File: config.mk
export PLATFORM = sky130hd
export DESIGN_NAME = vga_out_stage
export DESIGN_NICKNAME = d
export VERILOG_FILES = /design/src/rtl/vga_out_pkg.sv /design/src/rtl/vga_delay_line.sv /design/src/rtl/vga_out_stage.sv
export SDC_FILE = /design/constraint.sdc
export NUM_CORES = 1
export LEC_CHECK = 0
export BUFFER_PORTS_ARGS = -buffer_cell sky130_fd_sc_hd__buf_2
export CORE_MARGIN = 3
export CORE_UTILIZATION = 53
export DETAILED_ROUTE_END_ITERATION = 6
export GPL_ROUTABILITY_DRIVEN = 0
export PLACE_DENSITY = 0.81
export SLEW_MARGIN = 15
export SYNTH_ARGS = -nofsm -noshare
export SYNTH_HDL_FRONTEND = slang
export SYNTH_SLANG_ARGS = --single-unit
File: constraint.sdc
create_clock -name clk25 -period 2.4 [get_ports clk25]
set_input_delay 0 -clock clk25 [delete_from_list [all_inputs] [get_ports clk25]]
set_output_delay 0 -clock clk25 [all_outputs]
set_load 0.01 [all_outputs]
File: src/rtl/vga_out_pkg.sv
// Shared types and helpers for the VGA output stage: colour mode encoding,
// default widths and the bit-replicating colour expansion function.
package vga_out_pkg;

    typedef enum logic [1:0] {
        MODE_RGB    = 2'd0,
        MODE_MONO_G = 2'd1,
        MODE_MONO_W = 2'd2,
        MODE_BLANK  = 2'd3
    } mode_e;

    localparam int DEF_IN_W = 1;
    localparam int DEF_R_W  = 5;
    localparam int DEF_G_W  = 6;
    localparam int DEF_B_W  = 5;
    localparam int DEF_PIPE = 2;

    // Widest operands the expansion function handles.
    localparam int MAX_IN_W  = 8;
    localparam int MAX_OUT_W = 16;
    localparam int IN_IDX_W  = $clog2(MAX_IN_W);
    localparam int OUT_IDX_W = $clog2(MAX_OUT_W);

    // Repeat the in_w-bit value MSB-first until out_w bits are filled. When
    // in_w > out_w this naturally keeps the input MSBs. Result is right-aligned;
    // the caller truncates to its channel width.
    function automatic logic [MAX_OUT_W-1:0] expand(input logic [MAX_IN_W-1:0] val,
                                                    input int in_w,
                                                    input int out_w);
        logic [MAX_OUT_W-1:0] res;
        res = '0;
        for (int i = 0; i < MAX_OUT_W; i++) begin
            if (i < out_w)
                res[OUT_IDX_W'(out_w - 1 - i)] = val[IN_IDX_W'(in_w - 1 - (i % in_w))];
        end
        return res;
    endfunction

endpackage

File: src/rtl/vga_delay_line.sv
// Fixed-depth shift register with a synchronous, loadable reset value.
module vga_delay_line #(
    parameter int W     = 8,
    parameter int DEPTH = 2
) (
    input  logic         clk25,
    input  logic         rst,
    input  logic [W-1:0] rst_val,
    input  logic [W-1:0] din,
    output logic [W-1:0] dout
);

    logic [W-1:0] stage_q [DEPTH];
    logic [W-1:0] stage_d [DEPTH];

    // Next state: new sample enters stage 0, everything else moves one stage on.
    always_comb begin
        stage_d[0] = din;
        for (int i = 1; i < DEPTH; i++)
            stage_d[i] = stage_q[i-1];
    end

    // Stage registers; every stage is cleared so reset flushes in-flight pixels.
    always_ff @(posedge clk25) begin
        // NOTE: clocked state uses non-blocking (<=) so all stages shift on the
        // old values; blocking here would collapse the chain into one register.
        if (rst) begin
            // NOTE: this storage is reset (unlike a typical RAM) because its
            // contents drive the pins directly and must show idle syncs at once.
            for (int i = 0; i < DEPTH; i++)
                stage_q[i] <= rst_val;
        end else begin
            for (int i = 0; i < DEPTH; i++)
                stage_q[i] <= stage_d[i];
        end
    end

    assign dout = stage_q[DEPTH-1];

endmodule

File: src/rtl/vga_out_stage.sv
// VGA output stage: colour expansion, mode/scanline processing latched per
// frame, sync edge tracking, frame heartbeat and a PIPE-deep output delay.
module vga_out_stage
    import vga_out_pkg::*;
#(
    parameter int IN_W         = DEF_IN_W,
    parameter int R_W          = DEF_R_W,
    parameter int G_W          = DEF_G_W,
    parameter int B_W          = DEF_B_W,
    parameter int PIPE         = DEF_PIPE,
    parameter bit SYNC_ACT_LOW = 1'b1,
    parameter int HB_FRAMES    = 30
) (
    input  logic            clk25,
    input  logic            rst,
    input  logic [IN_W-1:0] r_in,
    input  logic [IN_W-1:0] g_in,
    input  logic [IN_W-1:0] b_in,
    input  logic            hs_in,
    input  logic            vs_in,
    input  logic [1:0]      mode,
    input  logic            scan_en,
    output logic [R_W-1:0]  vga_r,
    output logic [G_W-1:0]  vga_g,
    output logic [B_W-1:0]  vga_b,
    output logic            vga_hs,
    output logic            vga_vs,
    output logic            led_hb
);

    localparam logic SYNC_IDLE = SYNC_ACT_LOW ? 1'b1 : 1'b0;
    localparam logic SYNC_ACT  = ~SYNC_IDLE;
    localparam int   CNT_W     = (HB_FRAMES > 1) ? $clog2(HB_FRAMES) : 1;
    localparam int   DW        = 2 + R_W + G_W + B_W;
    localparam logic [DW-1:0] PIPE_RST = {SYNC_IDLE, SYNC_IDLE, {(R_W+G_W+B_W){1'b0}}};

    logic             hs_prev_q, hs_prev_d;
    logic             vs_prev_q, vs_prev_d;
    logic             parity_q, parity_d;
    mode_e            mode_eff_q, mode_eff_d;
    logic             scan_eff_q, scan_eff_d;
    logic [CNT_W-1:0] frame_cnt_q, frame_cnt_d;
    logic             led_hb_q, led_hb_d;

    logic             hs_edge, vs_edge;
    logic             pix_on, dim;
    logic [R_W-1:0]   r_exp, r_sel;
    logic [G_W-1:0]   g_exp, g_sel;
    logic [B_W-1:0]   b_exp, b_sel;
    logic [DW-1:0]    pipe_in, pipe_out;

    assign r_exp = R_W'(expand(MAX_IN_W'(r_in), IN_W, R_W));
    assign g_exp = G_W'(expand(MAX_IN_W'(g_in), IN_W, G_W));
    assign b_exp = B_W'(expand(MAX_IN_W'(b_in), IN_W, B_W));

    // Edge detection, line parity, per-frame latching and heartbeat counter.
    always_comb begin
        // NOTE: every combinational output gets a default before any branch,
        // so no path leaves a signal unassigned and no latch is inferred.
        hs_prev_d   = hs_in;
        vs_prev_d   = vs_in;
        parity_d    = parity_q;
        mode_eff_d  = mode_eff_q;
        scan_eff_d  = scan_eff_q;
        frame_cnt_d = frame_cnt_q;
        led_hb_d    = led_hb_q;

        hs_edge = (hs_in == SYNC_ACT) && (hs_prev_q != SYNC_ACT);
        vs_edge = (vs_in == SYNC_ACT) && (vs_prev_q != SYNC_ACT);

        // A frame start overrides a coincident line start: new frames begin even.
        if (vs_edge)
            parity_d = 1'b0;
        else if (hs_edge)
            parity_d = ~parity_q;

        if (vs_edge) begin
            mode_eff_d = mode_e'(mode);
            scan_eff_d = scan_en;
            if (frame_cnt_q == CNT_W'(HB_FRAMES - 1)) begin
                frame_cnt_d = '0;
                led_hb_d    = ~led_hb_q;
            end else begin
                frame_cnt_d = frame_cnt_q + 1'b1;
            end
        end
    end

    // Colour selection by the latched mode, then optional scanline halving.
    always_comb begin
        r_sel  = '0;
        g_sel  = '0;
        b_sel  = '0;
        pix_on = r_in[IN_W-1] | g_in[IN_W-1] | b_in[IN_W-1];
        dim    = scan_eff_q & parity_q;

        unique case (mode_eff_q)
            MODE_RGB: begin
                r_sel = r_exp;
                g_sel = g_exp;
                b_sel = b_exp;
            end
            MODE_MONO_G: begin
                g_sel = {G_W{pix_on}};
            end
            MODE_MONO_W: begin
                r_sel = {R_W{pix_on}};
                g_sel = {G_W{pix_on}};
                b_sel = {B_W{pix_on}};
            end
            MODE_BLANK: ;
        endcase

        if (dim) begin
            r_sel = r_sel >> 1;
            g_sel = g_sel >> 1;
            b_sel = b_sel >> 1;
        end
    end

    // Control state registers.
    always_ff @(posedge clk25) begin
        if (rst) begin
            hs_prev_q   <= SYNC_IDLE;
            vs_prev_q   <= SYNC_IDLE;
            parity_q    <= 1'b0;
            mode_eff_q  <= MODE_RGB;
            scan_eff_q  <= 1'b0;
            frame_cnt_q <= '0;
            led_hb_q    <= 1'b0;
        end else begin
            hs_prev_q   <= hs_prev_d;
            vs_prev_q   <= vs_prev_d;
            parity_q    <= parity_d;
            mode_eff_q  <= mode_eff_d;
            scan_eff_q  <= scan_eff_d;
            frame_cnt_q <= frame_cnt_d;
            led_hb_q    <= led_hb_d;
        end
    end

    assign pipe_in = {hs_in, vs_in, r_sel, g_sel, b_sel};

    vga_delay_line #(
        .W     (DW),
        .DEPTH (PIPE)
    ) u_delay (
        .clk25   (clk25),
        .rst     (rst),
        .rst_val (PIPE_RST),
        .din     (pipe_in),
        .dout    (pipe_out)
    );

    assign {vga_hs, vga_vs, vga_r, vga_g, vga_b} = pipe_out;
    assign led_hb = led_hb_q;

endmodule

==> impl_results.md <==
* Leakage at 0.5301 nW
* RSZ-0062 raised after global routing: no
* Starting Density at 0.5794
* Final Util at 0.6929
* Final ANT Viol Nets at 0
* Bufs on Longest Clock Path at 2
* Worst slew pin tran at 385.2 ps
* Main flop type after synthesis: dfxtp_1
* Crit path kind: reg2reg
* Initial antenna violation count at 0
* Fin Setup TNS at 0 ps
* Remaining DRCs at 0
* Syn Std Cell Area at 0.001022 mm^2
* Worst Path Required at 2640 ps
* H-tree levels at 1
* Post-route cell area at 0.001222 mm^2
* Proportion of synthesized chip area in sequential cells at 0.5092
* Post-DP Area at 0.001100 mm^2
* Vias per Instance at 4.819
* Top-level port count at 29
* Die W at 49.92 um
* Pre-CTS setup slack at 1048 ps
* PostCTS Resize Cnt at 0
* Peak supply drop at 518.6 uV
* Vias in the first global route at 751
* Routed via count at 747
* FILL cells at 160
* Drt wl/cell at 10.97 um
* CTS tree: done
* Async SR Flop Fraction at 0
* Share of cells above drive strength 1 at 0.2923
* Fin worst setup slack at 1048 ps
* CP max FO at 4
* Met2 WL at 887 um
* Achievable Freq at 739.9 MHz
* Crit end category: register
* Data arrival time of the worst path at 1590 ps
* Number of synthesized register bits at 26
* Cell taking the most area after synthesis: dfxtp_1
* Most common cell after layout, fill and taps aside: buf_2
* Initial DRC Count at 5
* Max-slew violation count at 0
* Gate Count Post-Synth at 104
* Layout net count at 146
* Most frequent cells in the layout: buf_2 (28), dfxtp_1 (26), nand2_1 (8), a21oi_1 (8)
* DIE AREA at 0.002492 mm^2
* Clk pin slew, worst setup/hold paths at 130 ps
* Element type at the critical path start: register
* Clock Latency Late Sink at 320 ps
* Worst Hold Class: in2reg
* Setup violations, final at 0
* Hold violation count in the final report at 0
* Initial DRT Pass Iterations at 4
* Power per cell area at 695.2 mW/mm^2
* Final Cycle Share at 0.5631
* Input/output buffers at 28
* Yosys cell types at 25
* CTS Buf Count at 3
* First-pass GRT wire length at 3022 um
* Fin crit period at 1352 ps
* Met3 Routed Length at 84 um
* Syn nets at 119
* Pwr Total at 0.8498 mW
* Clk sinks at 26
* Core Box Area at 0.001764 mm^2
* Clock root buffer: clkbuf_4
* ANT cells at 0
* Row count at 15
* EDFF count, synth at 0
* Largest cells by area after synthesis: dfxtp_1 (51%), buf_4 (7.3%), ha_1 (6.1%)
* Status: complete, no violations
* Relative slew margins at 0.7432
* Max Clock Skew at 5.788 ps
* P&R area growth vs syn at 19.58%
* WHS Path Cells at 3
* Met1 wire length at 689 um
* Syn avg cell area at 9.829 um^2
* Grt ovf at 0
* Final wirelength at 1701 um
* Max_cap viols at 0
* Yosys warnings at 0
* Total GRT Usage at 0.1593
* Chip height at 49.92 um
* Worst reg-to-reg path cell count at 4
* Pin count of the biggest net entering global routing at 24
* Highest Signal Layer: met4
* Yosys top cell area share at 0.5092
* Post-CTS Setup Bufs at 0
[layout make-up]
type | instances | area (um^2) | share of cell area
Clock buffer | 3 | 22.52 | 0.01842
Tap cell | 25 | 31.28 | 0.02559
Multi-Input combinational cell | 62 | 396.6 | 0.3245
Sequential cell | 26 | 520.5 | 0.4258
Inverter | 3 | 11.26 | 0.009212
Timing Repair Buffer | 35 | 210.2 | 0.1720
Clock inverter | 1 | 30.03 | 0.02457
[sequential cells by signal (all words and copies together) (netlist names)]
signal and flops:
led_hb 1, parity_q 1, u_delay.stage_q 16, frame_cnt_q 5, mode_eff_q 2, scan_eff_q 1
[final timing paths]
check | start | end | slack, ps
hold / removal | g_in | u_delay.stage_q[0][9] | 30
hold reg to reg | u_delay.stage_q[0][13] | u_delay.stage_q[0][32] | 450
setup reg to reg | frame_cnt_q[0] | frame_cnt_q[4] | 1050
setup / recovery | frame_cnt_q[0] | frame_cnt_q[4] | 1050
[where the power goes]
group	switching (mW)	internal (mW)	leakage, nW	total [mW]
Clock	0.122	0.169	0.0279	0.291
Combinational	0.0441	0.0468	0.288	0.0909
Sequential	0.0122	0.456	0.214	0.468
Total	0.178	0.672	0.530	0.850
[logic make-up after synthesis]
logic type | count (synthesis) | synth area share
simple gates | 34 | 0.1860
fa+ha+maj | 5 | 0.06120
flops | 26 | 0.5092
compound gates | 20 | 0.1151
buf+inv | 16 | 0.1028
xor+xnor | 3 | 0.02571
[metal layers]
layer  vias up  GRT usage
met5         -          0
li1        386          -
met1       335     0.1673
met4         0    0.08295
met3         4    0.02719
met2        22     0.2974
[synthesized netlist by cell type (all sizes together), types with 2 or more instances]
cell type  number
a211oi          2
a21boi          3
a21oi           8
buf            11
clkbuf          2
dfxtp          26
ha              5
inv             3
nand2           8
nand3b          2
nor2b           7
nor3            4
o21ai           7
or2             4
or3             3
xnor2           2
[metrics by stage]
stage | hold WS (ps) | instances
global placement | 211.8 | 144
global route | 33.23 | 155
detailed placement | 207.8 | 144
CTS | 23.54 | 155
finish | 33.15 | 155
floorplan | 77.40 | 104
[timing repair]
action | CTS | global route
setup endpoints to repair | 0 | 0
endpoints found under the hold margin | 7 | 0
hold buffers | 7 | 0
[worst max-delay path, stage by stage (launching register included)]
cell	delay [ps]
dfxtp_1	420
ha_1	170
nand3b_1	120
or3_1	360
a211oi_1	210
Note: power is estimated with default switching activity, not from simulation.
